<file path="src/rtl/riscv_pkg.sv">
// Shared RISC-V decode definitions: opcode map, instruction format and decoded record.
package riscv_pkg;

    localparam logic [6:0] OP_OP     = 7'b0110011;
    localparam logic [6:0] OP_AMO    = 7'b0101111;
    localparam logic [6:0] OP_IMM    = 7'b0010011;
    localparam logic [6:0] OP_LOAD   = 7'b0000011;
    localparam logic [6:0] OP_JALR   = 7'b1100111;
    localparam logic [6:0] OP_SYSTEM = 7'b1110011;
    localparam logic [6:0] OP_FENCE  = 7'b0001111;
    localparam logic [6:0] OP_STORE  = 7'b0100011;
    localparam logic [6:0] OP_BRANCH = 7'b1100011;
    localparam logic [6:0] OP_LUI    = 7'b0110111;
    localparam logic [6:0] OP_AUIPC  = 7'b0010111;
    localparam logic [6:0] OP_JAL    = 7'b1101111;

    typedef enum logic [2:0] {
        FMT_R       = 3'd0,
        FMT_I       = 3'd1,
        FMT_S       = 3'd2,
        FMT_B       = 3'd3,
        FMT_U       = 3'd4,
        FMT_J       = 3'd5,
        FMT_ILLEGAL = 3'd6
    } fmt_e;

    // Width-independent part of a decoded beat; pc and imm travel alongside it.
    typedef struct packed {
        fmt_e       fmt;
        logic [6:0] opcode;
        logic [4:0] rd;
        logic [4:0] rs1;
        logic [4:0] rs2;
        logic [2:0] func3;
        logic [6:0] func7;
        logic       illegal;
    } decoded_t;

    // Every legal opcode ends in 2'b11, so unlisted encodings also catch bad low bits.
    function automatic fmt_e opcode_fmt(input logic [6:0] op);
        fmt_e f;
        case (op)
            OP_OP, OP_AMO:                                   f = FMT_R;
            OP_IMM, OP_LOAD, OP_JALR, OP_SYSTEM, OP_FENCE:   f = FMT_I;
            OP_STORE:                                        f = FMT_S;
            OP_BRANCH:                                       f = FMT_B;
            OP_LUI, OP_AUIPC:                                f = FMT_U;
            OP_JAL:                                          f = FMT_J;
            default:                                         f = FMT_ILLEGAL;
        endcase
        return f;
    endfunction

endpackage

</file>
<file path="src/rtl/imm_gen.sv">
// Combinational immediate builder: assembles the per-format immediate and sign-extends it to XLEN.
module imm_gen
    import riscv_pkg::*;
#(
    parameter int unsigned XLEN = 32
) (
    input  logic [31:7]     instr,
    input  fmt_e            fmt,
    output logic [XLEN-1:0] imm
);

    logic [31:0] imm32;

    always_comb begin
        imm32 = '0;
        case (fmt)
            FMT_I: imm32 = {{20{instr[31]}}, instr[31:20]};
            FMT_S: imm32 = {{20{instr[31]}}, instr[31:25], instr[11:7]};
            FMT_B: imm32 = {{19{instr[31]}}, instr[31], instr[7], instr[30:25], instr[11:8], 1'b0};
            FMT_U: imm32 = {instr[31:12], 12'b0};
            FMT_J: imm32 = {{11{instr[31]}}, instr[31], instr[19:12], instr[20], instr[30:21], 1'b0};
            default: imm32 = '0;
        endcase
    end

    assign imm = XLEN'($signed(imm32));

endmodule

</file>
<file path="src/rtl/id_stage.sv">
// Registered decode stage: decodes the incoming beat, holds it in an output register with a
// one-entry skid behind it so a stalled execute stage never costs a bubble or drops a beat.
module id_stage
    import riscv_pkg::*;
#(
    parameter int unsigned XLEN     = 32,
    parameter int unsigned PC_WIDTH = 32
) (
    input  logic                clk,
    input  logic                rst,
    input  logic                flush,
    input  logic                in_valid,
    output logic                in_ready,
    input  logic [31:0]         in_instr,
    input  logic [PC_WIDTH-1:0] in_pc,
    output logic                out_valid,
    input  logic                out_ready,
    output logic [PC_WIDTH-1:0] out_pc,
    output logic [2:0]          out_fmt,
    output logic [6:0]          out_opcode,
    output logic [4:0]          out_rd,
    output logic [4:0]          out_rs1,
    output logic [4:0]          out_rs2,
    output logic [2:0]          out_func3,
    output logic [6:0]          out_func7,
    output logic [XLEN-1:0]     out_imm,
    output logic                out_illegal
);

    decoded_t            dec;
    logic [XLEN-1:0]     dec_imm;

    decoded_t            out_q;
    logic [PC_WIDTH-1:0] out_pc_q;
    logic [XLEN-1:0]     out_imm_q;
    logic                out_valid_q;

    decoded_t            skid_q;
    logic [PC_WIDTH-1:0] skid_pc_q;
    logic [XLEN-1:0]     skid_imm_q;
    logic                skid_valid_q;

    logic                accept;
    logic                out_free;

    // Field extraction: fields absent from the format stay zero.
    always_comb begin
        dec         = '0;
        dec.opcode  = in_instr[6:0];
        dec.fmt     = opcode_fmt(in_instr[6:0]);
        dec.illegal = (dec.fmt == FMT_ILLEGAL);
        case (dec.fmt)
            FMT_R: begin
                dec.rd    = in_instr[11:7];
                dec.rs1   = in_instr[19:15];
                dec.rs2   = in_instr[24:20];
                dec.func3 = in_instr[14:12];
                dec.func7 = in_instr[31:25];
            end
            FMT_I: begin
                dec.rd    = in_instr[11:7];
                dec.rs1   = in_instr[19:15];
                dec.func3 = in_instr[14:12];
            end
            FMT_S, FMT_B: begin
                dec.rs1   = in_instr[19:15];
                dec.rs2   = in_instr[24:20];
                dec.func3 = in_instr[14:12];
            end
            FMT_U, FMT_J: begin
                dec.rd    = in_instr[11:7];
            end
            default: ;
        endcase
    end

    imm_gen #(.XLEN(XLEN)) u_imm_gen (
        .instr (in_instr[31:7]),
        .fmt   (dec.fmt),
        .imm   (dec_imm)
    );

    assign in_ready = !rst && !skid_valid_q;
    assign accept   = in_valid && in_ready;
    assign out_free = !out_valid_q || out_ready;

    // Output register refills from skid first, so beat order is preserved.
    always_ff @(posedge clk) begin
        if (rst) begin
            out_q        <= '0;
            out_pc_q     <= '0;
            out_imm_q    <= '0;
            out_valid_q  <= 1'b0;
            skid_q       <= '0;
            skid_pc_q    <= '0;
            skid_imm_q   <= '0;
            skid_valid_q <= 1'b0;
        end else if (flush) begin
            out_valid_q  <= 1'b0;
            skid_valid_q <= 1'b0;
        end else if (out_free) begin
            if (skid_valid_q) begin
                out_q        <= skid_q;
                out_pc_q     <= skid_pc_q;
                out_imm_q    <= skid_imm_q;
                out_valid_q  <= 1'b1;
                skid_valid_q <= 1'b0;
            end else if (accept) begin
                out_q       <= dec;
                out_pc_q    <= in_pc;
                out_imm_q   <= dec_imm;
                out_valid_q <= 1'b1;
            end else begin
                out_valid_q <= 1'b0;
            end
        end else if (accept) begin
            skid_q       <= dec;
            skid_pc_q    <= in_pc;
            skid_imm_q   <= dec_imm;
            skid_valid_q <= 1'b1;
        end
    end

    assign out_valid   = out_valid_q;
    assign out_pc      = out_pc_q;
    assign out_fmt     = out_q.fmt;
    assign out_opcode  = out_q.opcode;
    assign out_rd      = out_q.rd;
    assign out_rs1     = out_q.rs1;
    assign out_rs2     = out_q.rs2;
    assign out_func3   = out_q.func3;
    assign out_func7   = out_q.func7;
    assign out_imm     = out_imm_q;
    assign out_illegal = out_q.illegal;

endmodule

</file>
<file path="config.mk">
export PLATFORM = sky130hd
export DESIGN_NAME = id_stage
export DESIGN_NICKNAME = d
export VERILOG_FILES = /design/src/rtl/riscv_pkg.sv /design/src/rtl/imm_gen.sv /design/src/rtl/id_stage.sv
export SDC_FILE = /design/constraint.sdc
export NUM_CORES = 1
export LEC_CHECK = 0
export CAP_MARGIN = 20
export CORE_MARGIN = 2
export CORE_UTILIZATION = 40
export CTS_BUF_LIST = sky130_fd_sc_hd__clkbuf_8 sky130_fd_sc_hd__clkbuf_16
export DETAILED_ROUTE_END_ITERATION = 12
export PLACE_DENSITY = 0.67
export SLEW_MARGIN = 30
export SYNTH_ARGS = -nofsm -noshare
export SYNTH_HDL_FRONTEND = slang
export SYNTH_HIERARCHICAL = 1
export SYNTH_SLANG_ARGS = --single-unit
</file>
<file path="constraint.sdc">
create_clock -name clk -period 2.4 [get_ports clk]
set_input_delay 0.48 -clock clk [delete_from_list [all_inputs] [get_ports clk]]
set_output_delay 0.48 -clock clk [all_outputs]
set_load 0.02 [all_outputs]
</file>
After elaboration in Yosys (flattened, before gate mapping) --
Index checks and enable logic that the tools add are counted.
Word-level totals: register bits 202, memories kept 0, memory bits (writable) 0, output and inout port bits 102, ROM bits 0, word-level logic and storage cells 75, input port bits 69, bits in latches 0
Operators by class: reductions and logical operators 18, multipliers 0, eq/ne operators 18, order comparisons 0, muxes and demuxes 15, shifts and indexed selects 0, $add $sub $neg 0, bitwise gates (word level) 2, divide/modulo/power cells 0
Operators by type and width (number):
- $pmux W32 S5 | 1
- $mux W32 | 4
- $mux W36 | 2
- $eq A7 B6 Y1 const B | 4
- $eq A7 B7 Y1 const B | 4
- $pmux W3 S6 | 1
- $mux W5 | 3
- $eq A7 B5 Y1 const B | 2
- $eq A3 B3 Y1 const B | 3
- $reduce_or A4 Y1 | 2
- $eq A7 B2 Y1 const B | 1
- $eq A7 B4 Y1 const B | 1
- $mux W7 | 1
- $eq A3 B2 Y1 const B | 2
- $reduce_and A3 Y1 | 2
- $reduce_or A2 Y1 | 3
- $reduce_or A3 Y1 | 2
- $reduce_or A5 Y1 | 1
- $eq A3 B1 Y1 const B | 1
- $logic_not A1 Y1 | 3
- $logic_not A3 Y1 | 1
- $mux W3 | 1
- $logic_and A1 B1 Y1 | 2
- $mux W1 | 2
- other kinds (3) | 4

Logic depth before layout (Yosys ltp) --
word-level depth 8, gate-level depth with buffers 12, mapped depth without buffers 9

By module --
The synthesis kept the hierarchy.
By module, submodules not included:
- id_stage | cells each 965, instances 1, area each 8361.8 um^2, sequential area each 4043.9 um^2
- imm_gen | cells each 66, instances 1, area each 390.4 um^2, sequential area each 0.0 um^2

Worst setup path before layout --
Ideal clock, no wire load.
path kind input-to-reg, from input in_instr[3], to register out_imm_q[20], in the netlist out_imm[20], path slack -0.237 ns, cell stages on the path 10, buffers on the path 2, data required time 2.314 ns, arrival 2.551 ns, path through buf_2 nand3b_1 a21oi_4 o21ai_1 and2b_1 buf_4 nand2_1 o21ai_0 mux2i_1 a211oi_1
RTL lines:
- from (decl) | RTL line id_stage.sv:14 | input logic [31:0] in_instr,
- to (signal assigned) | RTL line id_stage.sv:105 | out_imm_q <= skid_imm_q;
- to (signal assigned) | RTL line id_stage.sv:111 | out_imm_q <= dec_imm;
- to (decl) | RTL line id_stage.sv:35 | logic [XLEN-1:0] out_imm_q;

Final worst setup path --
from register skid_valid_q, to output in_ready
Between the ends: cells in the longest elaborated chain, start to end 2
RTL lines:
- from (decl) | RTL line id_stage.sv:41 | logic skid_valid_q;
- from (signal assigned) | RTL line id_stage.sv:97 | skid_valid_q <= 1'b0;
- from (signal assigned) | RTL line id_stage.sv:100 | skid_valid_q <= 1'b0;
- from (signal assigned) | RTL line id_stage.sv:107 | skid_valid_q <= 1'b0;
- $logic_not A1 Y1 | RTL line id_stage.sv:83 | assign in_ready = !rst && !skid_valid_q;
- $logic_and A1 B1 Y1 | RTL line id_stage.sv:83
- to (decl) | RTL line id_stage.sv:13 | output logic in_ready,
Every way passes these cells.

==> impl_metrics.json <==
{
  "overflow": 0,
  "busiest_layer": "met2",
  "swShare_pct": 23.5,
  "power.leakage_nw": 3.88,
  "p_sw_w": 0.00189,
  "finalPower_w": 0.00805,
  "dieArea_um2": 23100,
  "endpoint_kind": "output pin",
  "routed_via_density": 5.32,
  "placed_cell_area_um2": 10900,
  "layout.cells.non_filler": 1481,
  "wl_per_cell_um": 16.6,
  "clkSinkCount": 202,
  "fillCellCount": 1977,
  "hpwlAfterDp_um": 15800,
  "cts_buffer_depth": 3,
  "netlist_top_cells_count": "dfxtp_1 (202), nand2_1 (199), a21oi_1 (106)",
  "cp.arrival_ps": 1870,
  "fp-row-count": 54,
  "status": "completed",
  "wirelength_um": 24500,
  "p_comb_share_pct": 11.4,
  "vias": 7884,
  "clock_skew_ps": 11.6,
  "post-synth-top-count-cell": "dfxtp_1",
  "max_freq_ghz": 0.426,
  "htree_levels": 1,
  "design_area_um2": 11800,
  "multiInputGateArea_um2": 4320,
  "sequentialPowerShare_pct": 43.4,
  "port_buffers": 170,
  "clk_latency_ps": 500,
  "placed_cells": 1437,
  "slew_headroom_pct": 45.6,
  "gp_congestion": 0.788,
  "setup_viol": 0,
  "power.density_nw_per_um2": 682,
  "async_reset_ff_share_pct": 0,
  "cts.root.buffer_cell": "clkbuf_16",
  "seq_area_um2": 4050,
  "required_ps": 1920,
  "antenna_found_initial": 0,
  "intPower_w": 0.00615,
  "ys_ff_latch": 202,
  "synth_area_leader_cell": "dfxtp_1",
  "final.min_clock_period_ps": 2350,
  "drv_slew": 0,
  "fp.dieH_um": 152,
  "finalSetupTns_ps": 0,
  "initial_core_util_pct": 40.5,
  "drcViolationCount": 0,
  "diodes": 0,
  "grt_use_total_pct": 20.1,
  "yosys_warnings": 6,
  "synth_nets": 1100,
  "ir_drop_v": 0.000455,
  "grt_pass1_wl_um": 39000,
  "yosys-top-cells-area": "dfxtp_1 (46%), nand2_1 (8.5%), mux2i_1 (8.2%)",
  "syn_avg_cell_area_um2": 8.49,
  "first_pass_iters": 5,
  "syn_to_final_growth_pct": 34.8,
  "core_area_um2": 21600,
  "netlist-cell-type-count": 56,
  "nets": 1254,
  "startpoint_type": "flop",
  "clkPwrFrac_pct": 45.2,
  "grtUsageMet2_pct": 31.3,
  "grtUsageMet3_pct": 4.19,
  "postSynthCellCount": 1031,
  "cap_violations": 0,
  "min_path_type": "input pin to flop",
  "use_met1_pct": 28.4,
  "ant_nets": 0,
  "cts_made_buffers": 23,
  "synth.yosys.seq_area_share_pct": 46.2,
  "pin_count": 171,
  "hold_buffers": 0,
  "yosys.area.top_type_share_pct": 46.2,
  "finalCritPeriodShare_pct": 97.8,
  "drive_gt1_share_pct": 10.7,
  "finalHoldViolCount": 0,
  "synth_ff_type": "dfxtp_1",
  "grt_max_degree": 175,
  "path_class": "flop to output pin",
  "worst_pin_slew_ps": 816,
  "syn-cell-area_um2": 8750,
  "die_width_um": 152,
  "grt_pass1_vias": 7274,
  "clkTransAtPathRegs_ps": 60,
  "synth-edff-count": 0,
  "drt_first_iter_violations": 424,
  "tritoncts": "built",
  "path_max_fanout": 29
}
## what timing repair did
action,4_1_cts,5_1_grt
gates resized for setup,5,22
endpoints found under the setup margin,40,40
buffers inserted,0,2
cloned,0,1
pin swaps,0,9
## metal layers
metal	vias to the layer above	share of wire, %	routed length [um]
met3	39	5.9	1460
met5	-	0	0
met4	0	2.2	547
met2	225	44	10800
li1	3932	-	-
met1	3688	48	11700
## final cells by class
| class | instances | area share [%] |
|---|---|---|
| timing repair buffer | 225 | 18.9 |
| inverter | 11 | 0.350 |
| clock buffer | 33 | 6.14 |
| tap | 280 | 2.97 |
| multi-input combinational | 722 | 36.6 |
| clock inverter | 8 | 0.710 |
| sequential | 202 | 34.3 |
## registers in the layout (all words and copies together), names as in the netlist, 3 cells and up
name and flops:
out_opcode 7, out_rd 5, skid_q 36, skid_imm_q 32
out_pc 32, out_rs1 5, skid_pc_q 32, out_imm 32
out_func7 7, out_fmt 3, out_rs2 5, out_func3 3
## power by group through the flow
stage | clock (W) | combinational, W | sequential (W)
global placement | 0 | 0.000892 | 0.00357
global route | 0.00384 | 0.000981 | 0.00350
finish | 0.00364 | 0.000915 | 0.00349
detailed placement | 0 | 0.000898 | 0.00357
floorplan | 0 | 0.000352 | 0.00366
CTS | 0.00371 | 0.000902 | 0.00350
## cell usage in the layout, fill, tap and decap left out, types with 6 or more instances in the layout
| cell | instances |
|---|---|
| a211oi_1 | 83 |
| a21boi_0 | 6 |
| a21o_1 | 8 |
| a21oi_1 | 105 |
| a311oi_1 | 9 |
| and2_1 | 7 |
| buf_12 | 8 |
| buf_4 | 42 |
| clkbuf_16 | 24 |
| clkbuf_8 | 9 |
| clkdlybuf4s50_1 | 166 |
| dfxtp_1 | 201 |
| inv_1 | 16 |
| mux2i_1 | 71 |
| nand2_1 | 199 |
| nand3_1 | 15 |
| nand3b_1 | 6 |
| nor2_1 | 100 |
| o211ai_1 | 21 |
| o21ai_0 | 10 |
| o32ai_1 | 8 |
## worst max-delay path: stages, from the launching register on
cell and delay [ps]:
dfxtp_4 490, nor2_2 240, clkdlybuf4s50_1 640
## final timing paths
check                                                 from                          to  slack [ps]  cells after the start
worst min register to register  skid_pc_q[10]$_SDFFE_PP0P_  skid_pc_q[10]$_SDFFE_PP0P_         450                      2
worst max-delay path             skid_valid_q$_SDFFE_PP0P_                    in_ready          50                      2
worst min-delay path                                   rst   skid_valid_q$_SDFFE_PP0P_         210                      2
worst max register to register   skid_valid_q$_SDFFE_PP0P_  skid_pc_q[24]$_SDFFE_PP0P_         540                      5
## cell families (layout without fill, tap and decap cells)
group / after synthesis / count (layout) / share of synthesized area, %
DFF: 202 / 202 / 46.2
buffers and inverters: 107 / 277 / 5.65
AOI/OAI and AO/OA: 290 / 290 / 22.4
and+or+nand+nor: 360 / 360 / 17.5
muxes: 72 / 72 / 8.23
## through the flow
step                utilization, %  hold slack, ps  setup WS [ps]
global route                  54.6             206          -6.80
detailed placement            50.4             444           -784
floorplan                        -             432           2.92
finish                        54.6             207           51.6
global placement              50.4             439           -736
CTS                           54.1             194           34.6
(Power assumes the default switching activity.)
